===== src/rtl/mem_arbiter.sv =====
// Two-port memory arbiter: fetch and execute requests share a single memory port.
// Execute wins by default; fetch is forced through after STARVE_MAX consecutive losses.
module mem_arbiter #(
    parameter int MEM_LAT    = 2,
    parameter int STARVE_MAX = 4
) (
    input  logic        clk,
    input  logic        rst_n,
    input  logic        if_req,
    input  logic [31:0] if_addr,
    output logic [31:0] if_rdata,
    output logic        if_valid,
    input  logic        ex_req,
    input  logic        ex_we,
    input  logic [31:0] ex_addr,
    input  logic [31:0] ex_wdata,
    output logic [31:0] ex_rdata,
    output logic        ex_valid,
    output logic        mem_en,
    output logic        mem_we,
    output logic [31:0] mem_addr,
    output logic [31:0] mem_wdata,
    input  logic [31:0] mem_rdata,
    output logic        stall_if,
    output logic        stall_ex
);

    typedef enum logic [1:0] {IDLE, ACCESS, RESP} state_t;

    localparam logic [3:0] LAT_M1    = 4'(MEM_LAT - 1);
    localparam logic [3:0] STARVE_LIM = 4'(STARVE_MAX);

    state_t      state, state_nx;
    logic [3:0]  cnt, cnt_nx;
    logic [3:0]  starve_cnt, starve_nx;
    logic        owner_ex, owner_nx;
    logic        we_q, we_nx;
    logic [31:0] addr_q, addr_nx;
    logic [31:0] wdata_q, wdata_nx;
    logic [31:0] if_rdata_nx, ex_rdata_nx;
    logic        grant_ex;

    always_ff @(posedge clk or negedge rst_n) begin
        if (!rst_n) begin
            state      <= IDLE;
            cnt        <= '0;
            starve_cnt <= '0;
            owner_ex   <= 1'b0;
            we_q       <= 1'b0;
            addr_q     <= '0;
            wdata_q    <= '0;
            if_rdata   <= '0;
            ex_rdata   <= '0;
            if_valid   <= 1'b0;
            ex_valid   <= 1'b0;
        end else begin
            state      <= state_nx;
            cnt        <= cnt_nx;
            starve_cnt <= starve_nx;
            owner_ex   <= owner_nx;
            we_q       <= we_nx;
            addr_q     <= addr_nx;
            wdata_q    <= wdata_nx;
            if_rdata   <= if_rdata_nx;
            ex_rdata   <= ex_rdata_nx;
            if_valid   <= (state_nx == RESP) && !owner_nx;
            ex_valid   <= (state_nx == RESP) && owner_nx;
        end
    end

    always_comb begin
        state_nx    = state;
        cnt_nx      = cnt;
        starve_nx   = starve_cnt;
        owner_nx    = owner_ex;
        we_nx       = we_q;
        addr_nx     = addr_q;
        wdata_nx    = wdata_q;
        if_rdata_nx = if_rdata;
        ex_rdata_nx = ex_rdata;
        grant_ex    = 1'b0;
        case (state)
            IDLE: begin
                if (if_req || ex_req) begin
                    // Starvation counter only moves when both sides actually contend.
                    if (if_req && ex_req) begin
                        if (starve_cnt == STARVE_LIM) begin
                            grant_ex  = 1'b0;
                            starve_nx = '0;
                        end else begin
                            grant_ex  = 1'b1;
                            starve_nx = starve_cnt + 4'd1;
                        end
                    end else begin
                        grant_ex = ex_req;
                    end
                    owner_nx = grant_ex;
                    addr_nx  = grant_ex ? ex_addr : if_addr;
                    we_nx    = grant_ex && ex_we;
                    wdata_nx = grant_ex ? ex_wdata : '0;
                    cnt_nx   = LAT_M1;
                    state_nx = ACCESS;
                end
            end
            ACCESS: begin
                if (cnt == 4'd0) begin
                    state_nx = RESP;
                    if (!owner_ex)
                        if_rdata_nx = mem_rdata;
                    else if (!we_q)
                        ex_rdata_nx = mem_rdata;
                end else begin
                    cnt_nx = cnt - 4'd1;
                end
            end
            RESP: state_nx = IDLE;
            default: state_nx = IDLE;
        endcase
    end

    assign mem_en    = (state == ACCESS);
    assign mem_we    = mem_en && we_q;
    assign mem_addr  = mem_en ? addr_q : '0;
    assign mem_wdata = mem_en ? wdata_q : '0;
    assign stall_if  = if_req && !if_valid;
    assign stall_ex  = ex_req && !ex_valid;

endmodule


===== config.mk =====
export PLATFORM = sky130hd
export DESIGN_NAME = mem_arbiter
export DESIGN_NICKNAME = d
export VERILOG_FILES = /design/src/rtl/mem_arbiter.sv
export SDC_FILE = /design/constraint.sdc
export NUM_CORES = 1
export LEC_CHECK = 0
export CAP_MARGIN = 20
export CORE_MARGIN = 2
export CORE_UTILIZATION = 47
export DETAILED_ROUTE_END_ITERATION = 6
export PLACE_DENSITY = 0.86
export SETUP_SLACK_MARGIN = 0.4
export SLEW_MARGIN = 5
export SYNTH_ARGS = -nofsm -noshare
export SYNTH_HDL_FRONTEND = slang
export SYNTH_SLANG_ARGS = --single-unit
export TNS_END_PERCENT = 100

===== constraint.sdc =====
create_clock -name clk -period 3.5 [get_ports clk]
set_clock_uncertainty 0.05 [all_clocks]
set_input_delay 0.7 -clock clk [delete_from_list [all_inputs] [get_ports clk]]
set_output_delay 0.7 -clock clk [all_outputs]
set_load 0.02 [all_outputs]

# == After elaboration in Yosys (flattened, before gate mapping) ==
# Index checks and enable logic that the tools add are counted.
# classes
bitwise,2
mux,17
n_addsub,2
n_eq_ne,5
n_reduce_logical,19
# ops
cell,count
2-to-1 mux 32 bit,4
2-to-1 mux 4 bit,3
AND reduction 3 bit,3
one-hot mux 4 bit (2 select lines),1
logical AND 1 bit,7
2-to-1 mux 1 bit,6
"adder 4 x 1 -> 4 bit, second input constant",1
"equality test 4 x 3 -> 1 bit, second input constant",1
logical NOT 4 bit,1
2-to-1 mux 2 bit,2
"inequality test 2 bit, second input constant",2
one-hot mux 2 bit (2 select lines),1
AND reduction 4 bit,1
"subtractor 4 x 1 -> 4 bit, second input constant",1
logical NOT 1 bit,3
"equality test 2 x 1 -> 1 bit, second input constant",1
"equality test 2 bit, second input constant",1
logical NOT 2 bit,1
NOT 1 bit,2
AND reduction 2 bit,1
nonzero test 2 bit,1
logical OR 1 bit,1
# word_totals
out_inout_bits,134
reg_bits,142
inputBits,133

# == Depth between registers and ports, before layout ==
# logic_depth
word_depth,9
ltp_mapped,7

# == Least setup slack after synthesis ==
# OpenSTA, ideal clock, no wires.
# synth_path
path_kind,input -> output
startpoint,input ex_req
endpoint,output stall_ex
setup_slack_ns,1.192
cell_stages,4
arrival_time_ns,1.558
required_time_ns,2.750
path_cell_list,buf_2 clkinv_1 clkbuf_1 nor2_1
# synth_via
elab_chain_cells,1
# synth_lines
element,line_no,rtl
from (decl),13,"input logic ex_req,"
logical AND 1 bit,126,assign stall_ex = ex_req && !ex_valid;
to (decl),25,output logic stall_ex
# Every way passes these cells.

# == Worst setup path after layout ==
# layout_path
startpoint,register state[1]
endpoint,output mem_addr[11]
# layout_via
elab_chain_cells,2
# layout_lines
element,line_no,rtl
from (decl),33,"state_t state, state_nx;"
from (signal assigned),57,state <= state_nx;
equality test 2 x 1 -> 1 bit,121,assign mem_en = (state == ACCESS);
2-to-1 mux 32 bit,123,assign mem_addr = mem_en ? addr_q : '0;
to (decl),21,"output logic [31:0] mem_addr,"
# Every way passes these cells.

==> impl_metrics.json <==
{
  "seqPwrFrac_pct": 30.0,
  "synth_compound_area_share_pct": 12.3,
  "vias": 5879,
  "layout_common_cells": "260 x clkdlybuf4s50_1, 142 x dfrtp_1, 68 x nand3_1, 65 x and2_1, 65 x mux2_2",
  "cts_hold_buf": 0,
  "syn_nets": 719,
  "max_freq_ghz": 0.329,
  "synth_ff_type": "dfrtp_1",
  "rsz0062_at_grt": "true",
  "die_w_um": 122,
  "leakagePower_nw": 4.15,
  "utilization_pct": 72.8,
  "synth_area_um2": 6590,
  "gr-total-overflow": 0,
  "synthAdderAreaFrac_pct": 0.759,
  "crit_buf_inv": 3,
  "numCtsBuffers": 17,
  "post-route-period-util_pct": 86.9,
  "yosys.cell_types.count": 37,
  "n_fill_cell": 946,
  "start_util_pct": 47.9,
  "grt_pass1_vias": 6045,
  "critical_path_class": "reg -> out",
  "wl_mm": 20.2,
  "cts_tree": "yes",
  "hold_slack_ns": 0.159,
  "final_max_slew_viol_count": 0,
  "vias_per_cell": 5.78,
  "yosysSeqAreaShare_pct": 53.9,
  "cp_cell_sequence": "nand2b_1 > clkinv_1 > buf_6 > and2_1 > clkdlybuf4s50_1",
  "clk_pin_slew_ns": 0.06,
  "synthArstFlopShare_pct": 100,
  "drcViolationCount": 0,
  "postCtsSetupBuffers": 0,
  "p_sw_share_pct": 38.4,
  "dr.pass1.iters": 5,
  "clk_latency_ns": 0.42,
  "area_growth_syn_to_layout_pct": 52.0,
  "io_buffers": 266,
  "cp_max_fo": 32,
  "slowest_delay_ns": 0.62,
  "layout_commonest_cell": "clkdlybuf4s50_1",
  "pwr-share-comb_pct": 50.7,
  "cpLargestDelayFamily": "buffers and inverters",
  "required_ns": 2.75,
  "wl_per_cell_um": 19.8,
  "avgSynthCellArea_um2": 11.3,
  "core_area_um2": 13800,
  "hold_violations": 0,
  "grt_usage_pct": 26.9,
  "synth_xor_xnor_area_share_pct": 0,
  "arrival_ns": 2.29,
  "ir_drop_v": 0.000586,
  "drtAntennaViolNets": 0,
  "layout-drive-gt1-share_pct": 14.3,
  "switchingPower_mw": 3.63,
  "critPathCaptureType": "output pin",
  "hpwl_mm": 13.4,
  "cts_sinks": 142,
  "grt_max_degree": 113,
  "synth-simple-area-share_pct": 16.8,
  "fin_crit_ns": 3.04,
  "num_rows": 43,
  "muxShareOfSynthArea_pct": 11.8,
  "dr.first_iter.drc_count": 480,
  "pwr-share-clk_pct": 19.3,
  "hp-class": "in -> async",
  "diodes": 0,
  "power.density_nw_per_um2": 945,
  "io_pins": 267,
  "clk_path_buf_depth": 2,
  "critPathLaunchType": "register",
  "cts_root_buf": "clkbuf_16",
  "ys_ff_latch": 142,
  "max_slew_margin_pct": 53.0,
  "htreeDepth": 4,
  "synth_edf_count": 0,
  "setup_violations": 0,
  "antenna_found_initial": 0,
  "grt_pass1_wl_mm": 31.1,
  "yosysWarningCount": 0,
  "die_area_um2": 15000,
  "worst_slew_pin_slew_ns": 0.705,
  "status": "completed",
  "crit_path_top_delay_cell": "clkdlybuf4s50_1",
  "p_int_mw": 5.83,
  "maxCapViolations": 0,
  "setup_tns_ns": 0,
  "nets": 962,
  "syn_inst": 582,
  "synth_top_family_by_area": "simple AND/OR/NAND/NOR gates",
  "die_h_um": 122,
  "finalWeightedCongestion": 0.844
}
-- logic make-up (layout without fill, tap and decap cells) --
| logic type | count (synthesis) | after routing |
|---|---|---|
| compound gates | 109 | 109 |
| buf+inv | 68 | 324 |
| simple gates | 190 | 190 |
| mux | 69 | 69 |
| fa+ha+maj | 4 | 4 |
| flops | 142 | 142 |
-- synth_stat cells (all sizes together), types with 5 or more instances --
library cell | n | area share, %
o2111ai | 33 | 4.4
clkbuf | 48 | 2.7
dfrtp | 142 | 54
o21ai | 36 | 2.7
inv | 5 | 0.28
nand4 | 33 | 3.1
buf | 13 | 1.3
nor2 | 5 | 0.28
nand3 | 68 | 5.2
and2 | 65 | 6.2
o2bb2ai | 34 | 4.5
mux2 | 67 | 11
-- what timing repair did --
item                                   4_1_cts  5_1_grt
gates resized for setup                      1        7
endpoints found under the hold margin        0        0
setup endpoints to repair                    1       34
-- state kept, by name, summed over array words and instances (netlist names) --
name        flops
addr_q         32
ex_rdata       32
if_rdata       32
wdata_q        32
cnt             4
starve_cnt      4
state           2
ex_valid        1
if_valid        1
owner_ex        1
we_q            1
-- final cells by class --
| type | instances | area [um^2] | area share, % |
|---|---|---|---|
| Clock buffer | 18 | 429 | 4.28 |
| Clock inverter | 14 | 169 | 1.69 |
| Inverter | 7 | 26.3 | 0.262 |
| Multi-Input combinational cell | 372 | 2750 | 27.5 |
| Sequential cell | 142 | 3550 | 35.5 |
| Tap cell | 180 | 225 | 2.25 |
| Timing Repair Buffer | 285 | 2870 | 28.6 |
-- metrics by stage --
step | area (um^2) | worst slack (ns) | total power, mW | cells
final | 10000 | 0.459 | 9.47 | 1018
after global routing | 10000 | 0.380 | 9.97 | 1018
after detailed placement | 9340 | 0.380 | 7.58 | 983
after CTS | 9940 | 0.403 | 9.47 | 1015
after global placement | 9340 | 0.515 | 7.40 | 983
after floorplan | 6590 | 1.19 | 5.44 | 582
-- final timing paths --
path / from / endpoint / slack (ns) / depth (start not counted)
max: state[1] / mem_addr[11] / 0.46 / 5
min: rst_n / addr_q[20] / 0.16 / 1
max reg2reg: cnt[0] / if_rdata[11] / 1.11 / 6
min reg2reg: wdata_q[1] / wdata_q[1] / 0.43 / 1
max in group asynchronous: rst_n / ex_rdata[24] / 2.28 / 3
min in group clk: wdata_q[1] / wdata_q[1] / 0.43 / 1
-- power by group through the flow --
stage               clock network, mW  registers (mW)  logic, mW
CTS                              1.85            2.83       4.79
detailed placement                  0            2.84       4.74
global route                     1.92            2.92       5.13
floorplan                           0            3.21       2.23
global placement                    0            2.78       4.61
finish                           1.82            2.84       4.80
-- layer usage --
metal	routed length, um	up-vias	GRT usage, %
met5	0	-	0
met4	552	0	11.5
met3	2130	42	10.2
met2	10100	319	45.8
met1	7380	2871	30.3
li1	-	2647	-
Note: power is estimated with default switching activity, not from simulation.
==> variant 1: new RTL, config.mk and constraints unchanged <==
Compare `starve_cnt` against `STARVE_LIM` with >= in place of ==.
--- a/src/rtl/mem_arbiter.sv
+++ b/src/rtl/mem_arbiter.sv
@@ -86,3 +86,3 @@
                     if (if_req && ex_req) begin
-                        if (starve_cnt == STARVE_LIM) begin
+                        if (starve_cnt >= STARVE_LIM) begin
                             grant_ex  = 1'b0;
Behaviour: same outputs for any inputs over 4 cycles, from zero or initial values and one cycle with rst_n low; that may be too few to reach the edited logic, so the function may still have changed.
==> variant 1 against the unedited design <==
Sequential cell count unchanged. Wire length decreased by 5.0%. Total power decreased by 1.0%. Combinational power increased by 2%. Final area decreased by 0.80%. Count of clock-buffer cells in the layout increased by 4. Synthesized area decreased by 0.15%. Global-route usage decreased by 1.6 points. Worst setup slack improved by 0.038 ns. Critical endpoint is now mem_wdata[9]. Largest power group unchanged.
==> variant 1: results (changes against the unedited design) <==
Clocking
  • Clock-pin slew on the worst setup and hold paths: 0.06 ns (about the same)
  • CTS Buf Count: 17 (unchanged)
  • Root Buffer: clkbuf_16 (unchanged)
  • Clock latency on the worst-skew pair: about 0.41 ns
  • H-tree level count: 4 (unchanged)
  • Max Buffers Root-to-Sink: 2 (unchanged)

Layout
  • Share of cells above drive strength 1: 0.1444 (was 0.1432)
  • Ant. Diodes: 0 (unchanged)
  • Fin nets: 948 (was 962)

STA
  • Relative slew margins: 0.4923 (was 0.5302)
  • Final Setup Violations: 0 (unchanged)

Placed design
  • Post-DP Area: 0.009350 mm^2 (was 0.009341 mm^2)
  • Placer's final routability congestion estimate: 0.8477 (was 0.8435)
  • Worst slack, placed: 0.4797 ns (was 0.3804 ns)
  • Number of buffers added on ports: 266 (unchanged)
  • Post-DP HPWL: 13.14 mm (was 13.45 mm)

Synth
  • Synth cell types: 37 (unchanged)
  • Top cells by count, synth: dfrtp_1, and2_1, nand3_1, clkbuf_1 (was dfrtp_1, nand3_1, and2_1, mux2_2, clkbuf_1)
  • Register area share after synthesis: 0.5399 (was 0.5391)
  • Async SR Flop Fraction: 1.000 (unchanged)
  • Post-synth EDFFs: 0 (unchanged)
  • Yosys warnings: 0 (unchanged)
  • Mapped Nets: 704 (was 719)
  • Top cells by area in the synthesized netlist: dfrtp_1, mux2_4, and2_1 (was dfrtp_1, mux2_2, and2_1)

Power
  • Pleak: 4.047 nW (was 4.149 nW)
  • Maximum VDD drop: 0.5717 mV (was 0.5855 mV)

Global route
  • First-pass GRT wire length: 29.38 mm (was 31.11 mm)
  • Initial antenna violation count: 0 (unchanged)
  • Vias in the first global route: 5746 (was 6045)
  • Largest net degree at the start of global routing: 85 (was 113)
  • GRT Util Overall: 0.2530 (was 0.2694)

Route
  • Starting DRT DRC Count: 377 (was 480)
  • Via density per instance: 5.581 (was 5.775)
  • DRT Pass-1 Iters: 5 (unchanged)
  • DR WL/cell: 19.08 um (was 19.81 um)

Outcome
  • Status: complete, no violations (unchanged)

Critical path
  • Max incr delay on CP: 0.60 ns (was 0.62 ns)
  • Slowest-stage cell, CP: clkdlybuf4s50_1 (unchanged)
  • Crit path max fanout: 22 (was 32)

Min path
  • Hold Crit Class: input port to async pin (unchanged)
[variant 1: metrics by stage]
| step | hold WS (ns) | std cells | utilization |
|---|---|---|---|
| floorplan | 0.3544 | 568 | - |
| finish | 0.2676 | 1004 | 0.7217 |
| global placement | 0.4126 | 970 | 0.6789 |
| CTS | 0.3044 | 1002 | 0.7185 |
| detailed placement | 0.4160 | 970 | 0.6789 |
| global route | 0.3429 | 1004 | 0.7217 |
[variant 1: final cells by class]
type | instances | area [um^2]
clock inverter | 9 | 63.81
sequential | 142 | 3553
timing repair buffer | 281 | 2831
inverter | 3 | 13.76
fill | 955 | 3832
tap | 180 | 225.2
timing repair inverter | 1 | 7.507
multi-input combinational | 366 | 2781
clock buffer | 22 | 464.2
[variant 1: critical path: cells and delay by family, from the launching register on]
family	cells	cell delay, ns
flops	1	0.47
buf+inv	3	0.98
simple gates	2	0.39
[variant 1: repair_timing]
item / 4_1_cts / 5_1_grt
endpoints found under the setup margin: 44 / 1
cloned: 1 / 0
setup buffers: 0 / 0
gates resized for setup: 11 / 1
endpoints found under the hold margin: 0 / 0
pin swaps: 0 / 0
[variant 1: power breakdown]
group / leakage, nW / switching, mW / internal [mW] / total (mW)
logic: 2.06 / 2.48 / 2.43 / 4.91
clock network: 0.252 / 0.665 / 0.939 / 1.60
registers: 1.73 / 0.448 / 2.41 / 2.85
[variant 1: cells by family (layout without fill, tap and decap cells)]
logic type,after synthesis,in the layout,synth area share
and+or+nand+nor,189,189,0.1684
DFF,142,142,0.5399
AOI/OAI and AO/OA,108,108,0.1160
muxes,66,66,0.1293
buffers and inverters,60,316,0.04068
adders and majority gates,3,3,0.005704
[variant 1: path summary, 6_finish.rpt]
kind	start	to	slack [ns]	depth (start not counted)
setup / recovery	state[1]$_DFF_PN0_	mem_wdata[9]	0.50	5
hold / removal	rst_n	if_rdata[6]$_DFFE_PN0P_	0.27	1
setup reg to reg	cnt[0]$_DFFE_PN0P_	if_rdata[25]$_DFFE_PN0P_	0.95	6
hold reg to reg	wdata_q[25]$_DFFE_PN0P_	wdata_q[25]$_DFFE_PN0P_	0.43	1
max in group asynchronous	rst_n	ex_rdata[20]$_DFFE_PN0P_	2.18	2
min in group clk	wdata_q[25]$_DFFE_PN0P_	wdata_q[25]$_DFFE_PN0P_	0.43	1
[variant 1: per-layer routing]
layer  up-vias  GRT usage  routed length [um]
met3        48    0.04368                1170
met1      2747     0.3002                7382
li1       2564          -                   -
met4         0     0.1185                 589
met5         -          0                   0
met2       244     0.4462               10020
==> variant 2: new RTL, config.mk and constraints unchanged <==
Made on the original files. `addr_q`, `wdata_q`, `if_rdata` and `ex_rdata` no longer have a reset.
--- a/src/rtl/mem_arbiter.sv
+++ b/src/rtl/mem_arbiter.sv
@@ -49,6 +49,2 @@
             we_q       <= 1'b0;
-            addr_q     <= '0;
-            wdata_q    <= '0;
-            if_rdata   <= '0;
-            ex_rdata   <= '0;
             if_valid   <= 1'b0;
@@ -61,6 +57,2 @@
             we_q       <= we_nx;
-            addr_q     <= addr_nx;
-            wdata_q    <= wdata_nx;
-            if_rdata   <= if_rdata_nx;
-            ex_rdata   <= ex_rdata_nx;
             if_valid   <= (state_nx == RESP) && !owner_nx;
@@ -68,2 +60,9 @@
         end
+    end
+
+    always_ff @(posedge clk) begin
+        addr_q   <= addr_nx;
+        wdata_q  <= wdata_nx;
+        if_rdata <= if_rdata_nx;
+        ex_rdata <= ex_rdata_nx;
     end
Formal check against the unedited RTL: differs if rst_n is asserted again (counterexample within 4 cycles, from zero or initial values and one cycle with rst_n low); with rst_n held inactive, the same outputs for 4 cycles.
==> variant 2 against the unedited design <==
Non-clock buffer count fell by 9. Wire length fell by 23%. Synthesized area fell by 11%. First-iteration DRC count fell by 57%. Total power fell by 22%. Sequential cell count did not move. Register-to-register slack improved by 0.09 ns. Worst setup slack improved by 0.032 ns. Final area fell by 7.0%.
==> variant 2: results (changes against the unedited design) <==
Outcome
  • Status: complete, no violations (unchanged)

Synth
  • Cells after synthesis: 350 (was 582)
  • Post-synth EDFFs: 128 (was 0)
  • Async SR Flop Fraction: 0.09859 (was 1.000)
  • Synth cell types: 43 (was 37)
  • Post-synthesis mux area share: 0.08405 (was 0.1175)
  • Mapped Nets: 487 (was 719)
  • Top cells by area in the synthesized netlist: edfxtp_1, mux2_4, and2_1 (was dfrtp_1, mux2_2, and2_1)
  • Register area share after synthesis: 0.7187 (was 0.5391)
  • Post-synth top flop: edfxtp_1 (was dfrtp_1)
  • Adder-cell share of the synthesized area: 0.008576 (was 0.007593)
  • Top cells by count, synth: edfxtp_1, and2_1, and3_1, mux2_4, dfrtp_1 (was dfrtp_1, nand3_1, and2_1, mux2_2, clkbuf_1)
  • Post-synthesis compound-gate area fraction: 0.02251 (was 0.1230)

Route
  • Via density per instance: 4.963 (was 5.775)
  • DRT Pass-1 Iters: 5 (unchanged)
  • Post-Route WL: 15.59 mm (was 20.16 mm)
  • Via count: 4010 (was 5879)
  • Starting DRT DRC Count: 208 (was 480)

Placed design
  • Placer's final routability congestion estimate: 0.7748 (was 0.8435)
  • Dpl cells: 775 (was 983)
  • Post-DP HPWL: 11.33 mm (was 13.45 mm)
  • Number of buffers added on ports: 266 (unchanged)

Power
  • P_comb: 2.95 mW (was 4.80 mW)
  • Maximum VDD drop: 0.4392 mV (was 0.5855 mV)
  • Register share of total power: 0.345 (was 0.300)
  • Switching pwr: 2.495 mW (was 3.632 mW)
  • Switch share: 0.3372 (was 0.3837)
  • Pleak: 3.537 nW (was 4.149 nW)
  • Top Consumer: combinational cells (unchanged)

Layout
  • Seq area share: 0.4502 (was 0.3546)
  • Layout clock area frac: 0.06716 (was 0.05968)
  • Non-clk bufs: 276 (was 285)
  • Share of cells above drive strength 1: 0.1344 (was 0.1432)
  • Count of multi-input gates: 183 (was 372)
  • Final non-clock buffer share: 0.2943 (was 0.2859)
  • Fill cells: 706 (was 946)
  • Fin nets: 764 (was 962)
  • Multi-input logic portion of the cell area: 0.1629 (was 0.2747)
  • Clock buffers: 17 (was 18)

Min path
  • Hold Crit Class: flip-flop to flip-flop (was input port to async pin)

Clocking
  • CTS sink count: 142 (unchanged)
  • Root Buffer: clkbuf_16 (unchanged)
  • H-tree level count: 4 (unchanged)

Critical path
  • Data arrival, critical path: 2.26 ns (was 2.29 ns)
  • Max incr delay on CP: 0.64 ns (was 0.62 ns)
  • Crit path max fanout: 38 (was 32)

Global route
  • GRT Util Overall: 0.2309 (was 0.2694)
  • First-pass GRT wire length: 22.36 mm (was 31.11 mm)
  • Vias in the first global route: 4113 (was 6045)
  • Largest net degree at the start of global routing: 39 (was 113)

STA
  • Relative slew margins: 0.5609 (was 0.5302)
==> variant 2: layer usage <==
metal / part of all wire / routed length (um) / global-route usage / vias to the layer above
li1: - / - / - / 1840
met1: 0.36 / 5611 / 0.2463 / 1944
met2: 0.54 / 8403 / 0.4296 / 198
met3: 0.079 / 1239 / 0.07218 / 26
met4: 0.021 / 325 / 0.08032 / 2
met5: 0.00038 / 6 / 0 / -
==> variant 2: stage by stage <==
step	cell area [um^2]	hold WS [ns]	setup WS, ns
after global routing	9315	0.4928	0.4116
after global placement	8678	0.4492	0.6506
final	9315	0.4726	0.4914
after CTS	9315	0.4762	0.4882
after detailed placement	8678	0.4769	0.5759
after floorplan	5846	0.3544	0.5769
==> variant 2: worst reg2reg max path, stage by stage, from the launching register on <==
cell,delay (ns)
dfrtp_1,0.40
inv_1,0.10
ha_1,0.25
nand4b_4,0.29
nand2_4,0.55
mux2_2,0.41
==> variant 2: path summary, 6_finish.rpt <==
check	from	endpoint	slack [ns]	cells after the start
max	state[0]$_DFF_PN0_	mem_addr[26]	0.49	4
min	cnt[0]$_DFFE_PN0P_	cnt[0]$_DFFE_PN0P_	0.47	1
max reg2reg	starve_cnt[0]$_DFFE_PN0P_	addr_q[31]$_DFFE_PP_	1.20	5
min reg2reg	cnt[0]$_DFFE_PN0P_	cnt[0]$_DFFE_PN0P_	0.47	1
max in group asynchronous	rst_n	cnt[3]$_DFFE_PN0P_	2.33	1
min in group asynchronous	rst_n	starve_cnt[1]$_DFFE_PN0P_	0.64	1
==> variant 2: what timing repair did <==
action	CTS	global route
endpoints found under the setup margin	33	0
hold endpoints to repair	0	0
buffers inserted	1	0
gates resized for setup	1	0
